### src/rtl/axis_nco_sweeper_pkg.sv
// axis_nco_sweeper shared types and helpers.
// NCO step sweep sequencer package.
package axis_nco_sweeper_pkg;

  typedef enum logic [2:0] {
    IDLE,
    LOAD,
    EMIT,
    DWELL,
    DONE
  } sweep_state_e;

  typedef enum logic [1:0] {
    M_SINGLE  = 2'b00,
    M_SAW     = 2'b01,
    M_TRI     = 2'b10,
    M_SINGLE2 = 2'b11
  } sweep_mode_e;

  function automatic int step_w(input int frac_w, input int int_w);
    return frac_w + int_w;
  endfunction

  localparam int STEP_W_DEF = step_w(24, 8);

endpackage

### src/rtl/axis_nco_sweeper_if.sv
// axis_nco_sweeper AXI-stream step channel.
// Master drives tdata/tvalid, slave drives tready.
interface axis_nco_sweeper_if
  import axis_nco_sweeper_pkg::*;
#(
  parameter int W = STEP_W_DEF
) ();

  logic [W-1:0] tdata;
  logic         tvalid;
  logic         tready;

  modport master (
    output tdata,
    output tvalid,
    input  tready
  );

  modport slave (
    input  tdata,
    input  tvalid,
    output tready
  );

endinterface

### src/rtl/axis_nco_sweeper_step_calc.sv
// axis_nco_sweeper next-step calculator.
// Clamped forward step, turn-around step, endpoint flag.
module axis_nco_sweeper_step_calc #(
  parameter int W = 32
) (
  input  logic [W-1:0] cur,
  input  logic [W-1:0] delta,
  input  logic [W-1:0] stop,
  input  logic [W-1:0] alt,
  input  logic         dir,
  output logic [W-1:0] next,
  output logic [W-1:0] turn,
  output logic         at_end
);

  // one extra bit catches carry (up) or borrow (down)
  function automatic logic [W-1:0] step(
    input logic [W-1:0] c,
    input logic [W-1:0] d,
    input logic [W-1:0] s,
    input logic         up
  );
    logic [W:0] r;
    if (up) begin
      r = {1'b0, c} + {1'b0, d};
      step = (r > {1'b0, s}) ? s : r[W-1:0];
    end else begin
      r = {1'b0, c} - {1'b0, d};
      step = (r[W] || (r[W-1:0] < s)) ? s : r[W-1:0];
    end
  endfunction

  assign next   = step(cur, delta, stop, dir);
  assign turn   = step(cur, delta, alt, !dir);
  assign at_end = (cur == stop) || (delta == '0);

endmodule

### src/rtl/axis_nco_sweeper.sv
// axis_nco_sweeper top: sweep FSM and datapath.
// Ramps NCO steps start->stop with dwell per step.
module axis_nco_sweeper
  import axis_nco_sweeper_pkg::*;
#(
  parameter int ACC_FRAC_WIDTH = 24,
  parameter int ACC_INT_WIDTH  = 8,
  parameter int DWELL_W        = 16,
  parameter int CNT_W          = 16,
  localparam int STEP_W =
    step_w(ACC_FRAC_WIDTH, ACC_INT_WIDTH)
) (
  input  logic               aclk,
  input  logic               arst_n,
  input  logic [STEP_W-1:0]  cfg_start_step,
  input  logic [STEP_W-1:0]  cfg_stop_step,
  input  logic [STEP_W-1:0]  cfg_delta,
  input  logic [DWELL_W-1:0] cfg_dwell,
  input  logic [1:0]         cfg_mode,
  input  logic               start,
  input  logic               abort,
  axis_nco_sweeper_if.master m_axis_data,
  output logic               busy,
  output logic               done,
  output logic [CNT_W-1:0]   sweep_count
);

  sweep_state_e state, state_nx;
  sweep_mode_e  mode_r;

  logic [STEP_W-1:0]  start_r, stop_r, delta_r;
  logic [STEP_W-1:0]  cur, tgt, alt, nxt, turn;
  logic [DWELL_W-1:0] dwell_r, dwell_cnt;
  logic dir, leg, abort_pend, at_end;
  logic hs, kill, single, adv, bump;

  assign single = !(mode_r == M_SAW ||
                    mode_r == M_TRI);
  assign tgt  = leg ? start_r : stop_r;
  assign alt  = leg ? stop_r : start_r;
  assign hs   = (state == EMIT) &&
                m_axis_data.tready;
  assign kill = abort || abort_pend;
  assign bump = (state == DONE) ||
                (hs && at_end &&
                 ((mode_r == M_SAW) ||
                  (mode_r == M_TRI && leg)));

  assign m_axis_data.tvalid = (state == EMIT);
  assign m_axis_data.tdata  = cur;
  assign busy = (state != IDLE);
  assign done = (state == DONE);

  axis_nco_sweeper_step_calc #(
    .W (STEP_W)
  ) u_calc (
    .cur    (cur),
    .delta  (delta_r),
    .stop   (tgt),
    .alt    (alt),
    .dir    (dir),
    .next   (nxt),
    .turn   (turn),
    .at_end (at_end)
  );

  // state register
  always_ff @(posedge aclk or negedge arst_n) begin
    if (!arst_n) state <= IDLE;
    else         state <= state_nx;
  end

  // next state and step-advance strobe
  always_comb begin
    state_nx = state;
    adv      = 1'b0;
    unique case (state)
      IDLE:
        if (start && !abort) state_nx = LOAD;
      LOAD:
        state_nx = abort ? IDLE : EMIT;
      EMIT:
        if (hs) begin
          if (kill)
            state_nx = IDLE;
          else if (at_end && single)
            state_nx = DONE;
          else if (dwell_r != '0)
            state_nx = DWELL;
          else
            adv = 1'b1;
        end
      DWELL:
        if (abort) begin
          state_nx = IDLE;
        end else if (dwell_cnt == '0) begin
          state_nx = EMIT;
          adv      = 1'b1;
        end
      DONE:
        state_nx = IDLE;
      default:
        state_nx = IDLE;
    endcase
  end

  // shadow cfg, current step, dwell and sweep counters
  always_ff @(posedge aclk or negedge arst_n) begin
    if (!arst_n) begin
      start_r     <= '0;
      stop_r      <= '0;
      delta_r     <= '0;
      dwell_r     <= '0;
      mode_r      <= M_SINGLE;
      cur         <= '0;
      dir         <= 1'b0;
      leg         <= 1'b0;
      dwell_cnt   <= '0;
      abort_pend  <= 1'b0;
      sweep_count <= '0;
    end else begin
      if (state == IDLE && start && !abort) begin
        start_r     <= cfg_start_step;
        stop_r      <= cfg_stop_step;
        delta_r     <= cfg_delta;
        dwell_r     <= cfg_dwell;
        mode_r      <= sweep_mode_e'(cfg_mode);
        sweep_count <= '0;
      end else if (bump && sweep_count != '1) begin
        sweep_count <= sweep_count + 1'b1;
      end
      if (state == LOAD) begin
        cur <= start_r;
        dir <= (stop_r >= start_r);
        leg <= 1'b0;
      end
      if (hs)
        dwell_cnt <= dwell_r - 1'b1;
      else if (state == DWELL)
        dwell_cnt <= dwell_cnt - 1'b1;
      if (adv) begin
        if (!at_end) begin
          cur <= nxt;
        end else if (mode_r == M_TRI) begin
          cur <= turn;
          dir <= !dir;
          leg <= !leg;
        end else begin
          cur <= start_r;
        end
      end
      abort_pend <= (state == EMIT) && !hs && kill;
    end
  end

endmodule

### src/flat_wrapper.sv
// flat-port wrapper written by rule: the top's interface ports become plain ports
module axis_nco_sweeper_flat import axis_nco_sweeper_pkg::*;
#(
  parameter int ACC_FRAC_WIDTH = 24,
  parameter int ACC_INT_WIDTH  = 8,
  parameter int DWELL_W        = 16,
  parameter int CNT_W          = 16,
  localparam int STEP_W =
    step_w(ACC_FRAC_WIDTH, ACC_INT_WIDTH)
)
  (aclk, arst_n, cfg_start_step, cfg_stop_step, cfg_delta, cfg_dwell, cfg_mode, start, abort, busy, done, sweep_count, m_axis_data_tdata, m_axis_data_tvalid, m_axis_data_tready);
  axis_nco_sweeper_if #(.W(32)) m_axis_data_i ();
  input  logic aclk;
  input  logic arst_n;
  input  logic [STEP_W-1:0] cfg_start_step;
  input  logic [STEP_W-1:0] cfg_stop_step;
  input  logic [STEP_W-1:0] cfg_delta;
  input  logic [DWELL_W-1:0] cfg_dwell;
  input  logic [1:0] cfg_mode;
  input  logic start;
  input  logic abort;
  output logic busy;
  output logic done;
  output logic [CNT_W-1:0] sweep_count;
  output wire logic [$bits(m_axis_data_i.tdata)-1:0] m_axis_data_tdata;
  output wire logic [$bits(m_axis_data_i.tvalid)-1:0] m_axis_data_tvalid;
  input wire logic [$bits(m_axis_data_i.tready)-1:0] m_axis_data_tready;
  assign m_axis_data_tdata = m_axis_data_i.tdata;
  assign m_axis_data_tvalid = m_axis_data_i.tvalid;
  assign m_axis_data_i.tready = m_axis_data_tready;
  axis_nco_sweeper #(.ACC_FRAC_WIDTH(ACC_FRAC_WIDTH), .ACC_INT_WIDTH(ACC_INT_WIDTH), .DWELL_W(DWELL_W), .CNT_W(CNT_W)) u_core (.aclk(aclk), .arst_n(arst_n), .cfg_start_step(cfg_start_step), .cfg_stop_step(cfg_stop_step), .cfg_delta(cfg_delta), .cfg_dwell(cfg_dwell), .cfg_mode(cfg_mode), .start(start), .abort(abort), .m_axis_data(m_axis_data_i), .busy(busy), .done(done), .sweep_count(sweep_count));
endmodule
### config.mk
export PLATFORM = sky130hd
export DESIGN_NAME = axis_nco_sweeper_flat
export DESIGN_NICKNAME = d
export VERILOG_FILES = /design/src/rtl/axis_nco_sweeper_pkg.sv /design/src/rtl/axis_nco_sweeper_if.sv /design/src/rtl/axis_nco_sweeper_step_calc.sv /design/src/rtl/axis_nco_sweeper.sv /design/src/flat_wrapper.sv
export SDC_FILE = /design/constraint.sdc
export NUM_CORES = 1
export LEC_CHECK = 0
export ABC_AREA = 0
export CORE_MARGIN = 2
export CORE_UTILIZATION = 60
export CTS_CLUSTER_SIZE = 40
export DETAILED_ROUTE_END_ITERATION = 16
export HOLD_SLACK_MARGIN = 0.03
export PLACE_DENSITY_LB_ADDON = 0.05
export SYNTH_ARGS = -nofsm -noshare
export SYNTH_HDL_FRONTEND = slang
export SYNTH_HIERARCHICAL = 1
export SYNTH_SLANG_ARGS = --single-unit
### constraint.sdc
create_clock -name aclk -period 7.2 [get_ports aclk]
set_input_delay 1.08 -clock aclk [delete_from_list [all_inputs] [get_ports aclk]]
set_output_delay 1.08 -clock aclk [all_outputs]
set_load 0.005 [all_outputs]
# After elaboration in Yosys (flattened, before gate mapping)
# Index checks and enable logic that the tools add are counted.
[op_classes] magnitude_cmp=5 mux=40 n_reduce_logical=32 add_sub_neg=5 eq_ne=12
[ops] op="$mux 32" n=12
[ops] op="$gt 33x32->1" n=2
[ops] op="$lt 32x32->1" n=2
[ops] op="$mux 16" n=4
[ops] op="$add 32x32->33" n=1
[ops] op="$sub 32x32->33" n=1
[ops] op="$eq 32x32->1" n=1
[ops] op="$ge 32x32->1" n=1
[ops] op="$logic_not 32->1" n=1
[ops] op="$sub 16x1->16 const B" n=2
[ops] op="$mux 3" n=7
[ops] op="$add 16x1->16 const B" n=1
[ops] op="$logic_not 16->1" n=1
[ops] op="$ne 16x16->1 const B" n=1
[ops] op="$reduce_bool 16->1" n=1
[ops] op="$mux 1" n=14
[ops] op="$pmux 3 s4" n=1
[ops] op="$logic_and 1x1->1" n=11
[ops] op="$logic_or 1x1->1" n=7
[ops] op="$eq 3x2->1 const B" n=2
[ops] op="$reduce_bool 2->1" n=3
[ops] op="$logic_not 1->1" n=5
[ops] op="$ne 2x1->1 const B" n=2
[ops] op="$ne 4x1->1 const B" n=1
[ops] op="other kinds (10)" n=10
[word_totals] ff_bits=184 output_inout_bits=51 word_cells=106 input_bits=119

# Longest topological paths before layout
[logic_depth] ltp_word=9 depth_mapped=28 ltp_nobuf=25

# Hierarchy
# Netlist, hierarchy kept.
[by_module_without_submodules] module="axis_nco_sweeper" instances=1 cells_per_inst=1056 area_each_um2=10289.9
[by_module_without_submodules] module="axis_nco_sweeper_step_calc" instances=1 cells_per_inst=1192 area_each_um2=8553.2

# Worst setup path after synthesis
# OpenSTA, ideal clock, no wires.
[synth_path] kind="register -> register" startpoint="register u_core.cur[7], in the netlist u_core/m_axis_data.tdata[7]" endpoint="register u_core.cur[14], in the netlist u_core/m_axis_data.tdata[14]" slack_ns=1.961 required_time_ns=7.123 setup_ns=0.077 path_buffers=2 path_stages_with_launch=26 arrival_time_ns=5.161 path_cell_list="dfrtp_1 > ha_1 > buf_4 > or4_1 > o221ai_1 > a31o_2 > a311o_2 > a311oi_1 > o41ai_1 > xor2_1 > inv_1 > ha_1 > nand3_1 > nor3_1 > a221o_1 > o21ai_0 > a21boi_1 > nand3_2 > nor2_1 > clkbuf_1 > a22oi_1 > o21ai_1 > mux2i_1 > a21oi_1 > nor2_1 > a21oi_1"
[synth_between] elab_chain_cells=8 word_cells_on_any_way=25 classes_between="2 x add/sub; 4 x order compare; 1 x eq/ne; 13 x mux; 5 x reduce/logical"
[synth_rtl] item="start, declared" line="axis_nco_sweeper.sv:32" rtl="logic [STEP_W-1:0] cur, tgt, alt, nxt, turn;"
[synth_rtl] item="start signal, assigned" line="axis_nco_sweeper.sv:133" rtl="cur <= start_r;"
[synth_rtl] item="start signal, assigned" line="axis_nco_sweeper.sv:143" rtl="cur <= nxt;"
[synth_rtl] item="start signal, assigned" line="axis_nco_sweeper.sv:145" rtl="cur <= turn;"
[synth_rtl] item="$sub 32x32->33" line="axis_nco_sweeper_step_calc.sv:28" rtl="r = {1'b0, c} - {1'b0, d};"
[synth_rtl] item="$lt 32x32->1" line="axis_nco_sweeper_step_calc.sv:29" rtl="step = (r[W] || (r[W-1:0] < s)) ? s : r[W-1:0];"
[synth_rtl] item="$logic_or 1x1->1" line="axis_nco_sweeper_step_calc.sv:29"
[synth_rtl] item="$mux 32" line="axis_nco_sweeper_step_calc.sv:29"
[synth_rtl] item="$mux 32 (*)" line="axis_nco_sweeper_step_calc.sv:24" rtl="if (up) begin"
[synth_rtl] item="net u_core.turn[14]" line="axis_nco_sweeper.sv:32"
[synth_rtl] item="$mux 32 (*)" line="axis_nco_sweeper.sv:144" rtl="end else if (mode_r == M_TRI) begin"
[synth_rtl] item="$mux 32 (*)" line="axis_nco_sweeper.sv:142" rtl="if (!at_end) begin"
[synth_rtl] item="$mux 32 (*)" line="axis_nco_sweeper.sv:141" rtl="if (adv) begin"
# Mark *: on every way through the listed nets, which the timed path passes. The rest lies on a longest branch.
# A chain may end at the register's enable or synchronous reset.

# Worst setup path in the final report
[layout_path] startpoint="register u_core.cur[2], in the netlist u_core/m_axis_data.tdata[2]" endpoint="register u_core.cur[5], in the netlist u_core/m_axis_data.tdata[5]"
# The elaborated chain is that of the path after synthesis.

==> metrics.txt <==
Area Growth Syn to Fin 13.9%; minimum clock period 6.61 ns; HPWL Detailed between 40,000 and 50,000 um; First-pass DRT Iterations 6; via count 18.5k; dominant cell type by area after synthesis dfrtp_1; WS Path Type register to register; crit end category register; Final Hold Viols 0; DR top layer met4; worst skew pair latency 0.46 ns; Worst EP arrival 6.92 ns; HP Class register to register; Crit path required time around 7.5 ns; CTS tree done; Synth cell types 95; via-per-instance ratio 6.67; # rows 64; Post-synth ARST share 100%; Placer Congestion 1.06; Max Root-Sink Buffers 2; met1 wire length 27,100 um; post-synth net total 2,595; Slew Limit Fails 0; CTS Root Cell clkbuf_16; share of layout cells above drive strength 1 9.84%; RSZ-0062 raised after global routing false; Syn Area/Cell 8.38 um^2; core area 30,700 um^2; NumNets Final 2,712; register area between 4000 and 5000 um^2; synth top area cells dfrtp_1, ha_1, mux2_2, mux2i_1, a21oi_1; # Max-Cap Violations 0; DRT antenna net count 0; Reg clk slew, reported paths 0.08 ns; largest net degree at the start of global routing 149; most common cell in the synthesized netlist ha_1; Global Route Usage Sum 38.5%; worst hold path depth 3; Yosys reg bits 184; Cells after Synth 2,248; clk sinks around 180; number of synthesized flops with an enable pin 0; Critical Path Start Type register; Initial Util between 60% and 70%; drt first-iter violations 2,549; Die X 181 um; top post-synthesis cells by count ha_1, nor2_1, a21oi_1, dfrtp_1, inv_1; status finished clean; Final Cell Area between 20,000 and 25,000 um^2; worst r2r path cells 25; skew final between 0.015 and 0.02 ns; fill count around 2.5k; Crit Path Max Fanout 16; number of I/O port buffers 169; remaining global-route overflow 0; sequential area share after synthesis 24.4%; vias in the first global route 17.5k; fmax 0.151 GHz; Max transition margin around 34%; final worst path period share between 90% and 100%; met3 wire len 6610 um; I/O pins 170; Yosys top cell area share 24.4%; wire per inst 22.9 um; initial antenna violation count 0; number of buffers created by CTS 17; first-pass GRT wire length 98,900 um; YS warnings 6; die area 32,800 um^2; area occupied by multi-input gates 13,000 um^2; setup TNS 0 ns; H-tree depth 4; Top FF cell, synth dfrtp_1; worst-margin pin slew between 0.9 and 1 ns; Post-route DRC 0; ANT cells 0; Placed Area between 20,000 and 25,000 um^2; Setup-failing EPs final 0; met2 routed WL 27,100 um; Total Wirelength 63,500 um; Die Y 181 um; mapped cell area 18,800 um^2; post-CTS setup buffers 0
## worst paths after layout
path,from,end,slack [ns]
max,u_core/m_axis_data.tdata[2],u_core/m_axis_data.tdata[5],0.59
min,u_core/abort_pend,u_core/state[2],0.55
max reg2reg,u_core/m_axis_data.tdata[2],u_core/m_axis_data.tdata[5],0.59
min reg2reg,u_core/abort_pend,u_core/state[2],0.55
max in group asynchronous,arst_n,u_core/dwell_r[11],5.24
min in group asynchronous,arst_n,u_core/delta_r[1],0.60
## layout make-up
class / instances / share of cell area [%]
Clock buffer: 18 / 2.00
Clock inverter: 14 / 0.868
Inverter: 183 / 3.20
Multi-Input combinational cell: 1767 / 60.7
Sequential cell: 184 / 21.5
Tap cell: 396 / 2.31
Timing Repair Buffer: 212 / 9.46
## worst max-delay path, stage by stage (launching register included)
cell and delay (ns):
dfrtp_1 0.48, ha_1 0.49, inv_1 0.07, a221oi_1 0.44, o31ai_1 0.23, a31o_2 0.32
a311o_2 0.44, a311oi_1 0.35, o41ai_1 0.15, xor2_1 0.36, inv_1 0.15, ha_1 0.31
nand3_1 0.12, nor3_1 0.07, a221o_1 0.31, o21ai_0 0.14, a21boi_1 0.23, nand3_2 0.29
nor2_1 0.22, or2_1 0.52, buf_4 0.26, o21ai_1 0.06, mux2i_1 0.15, a21oi_1 0.09
nor2_1 0.13, a21oi_1 0.05
## state kept, by name, indices dropped and copies added (netlist names)
| name | count |
|---|---|
| u_core/stop_r | 32 |
| u_core/mode_r | 2 |
| u_core/start_r | 32 |
| u_core/dir | 1 |
| u_core/delta_r | 32 |
| u_core/state | 3 |
| u_core/leg | 1 |
| u_core/dwell_cnt | 16 |
| u_core/abort_pend | 1 |
| u_core/m_axis_data.tdata | 32 |
| u_core/sweep_count | 16 |
| u_core/dwell_r | 16 |
## metal layers
layer	track usage [%]	vias to the layer above
met2	58.4	1069
met5	0	-
met4	14.2	0
li1	-	8407
met1	54.7	8852
met3	7.08	176
## metrics by stage
| step | instances | setup slack, ns | hold WS (ns) | utilization (%) |
|---|---|---|---|---|
| final | 2774 | 0.594 | 0.554 | 69.8 |
| after global routing | 2774 | 0.148 | 0.584 | 69.8 |
| after CTS | 2774 | 0.494 | 0.540 | 69.8 |
| after detailed placement | 2742 | 0.516 | 0.514 | 67.8 |
| after global placement | 2742 | 0.689 | 0.502 | 67.8 |
| after floorplan | 2248 | 1.96 | 0.463 | - |
## placed cells by master (no fill, tap or decap), types with 36 or more instances in the layout
| cell type | synthesis | final |
|---|---|---|
| nor3_1 | 36 | 36 |
| nand3_1 | 43 | 43 |
| mux2i_1 | 115 | 115 |
| buf_4 | 8 | 42 |
| nor2_1 | 207 | 206 |
| xnor2_1 | 47 | 47 |
| inv_1 | 180 | 180 |
| xor2_1 | 50 | 50 |
| mux2_2 | 116 | 116 |
| dfrtp_1 | 184 | 183 |
| nand4_1 | 40 | 40 |
| ha_1 | 226 | 225 |
| o21ai_0 | 130 | 129 |
| clkdlybuf4s50_1 | 0 | 168 |
| a21o_1 | 45 | 45 |
| a21oi_1 | 190 | 190 |
| nand2_1 | 153 | 153 |
## timing repair
action	CTS	global route
setup endpoints to repair	0	10
hold buffers	0	0
endpoints found under the hold margin	0	0
resized for setup	0	1
## cell families (layout without fill, tap and decap cells)
logic type	count (synthesis)	count (layout)	synth area share (%)
and+or+nand+nor	612	612	15.6
buffers and inverters	297	427	6.53
AOI/OAI and AO/OA	599	599	20.7
xor gates and xnor gates	97	97	4.51
muxes	231	231	13.0
adders and majority gates	228	228	15.2
DFF	184	184	24.4
Power is not shown: default switching activity piles up to over one toggle a cycle in this logic, so the estimate is an artifact.
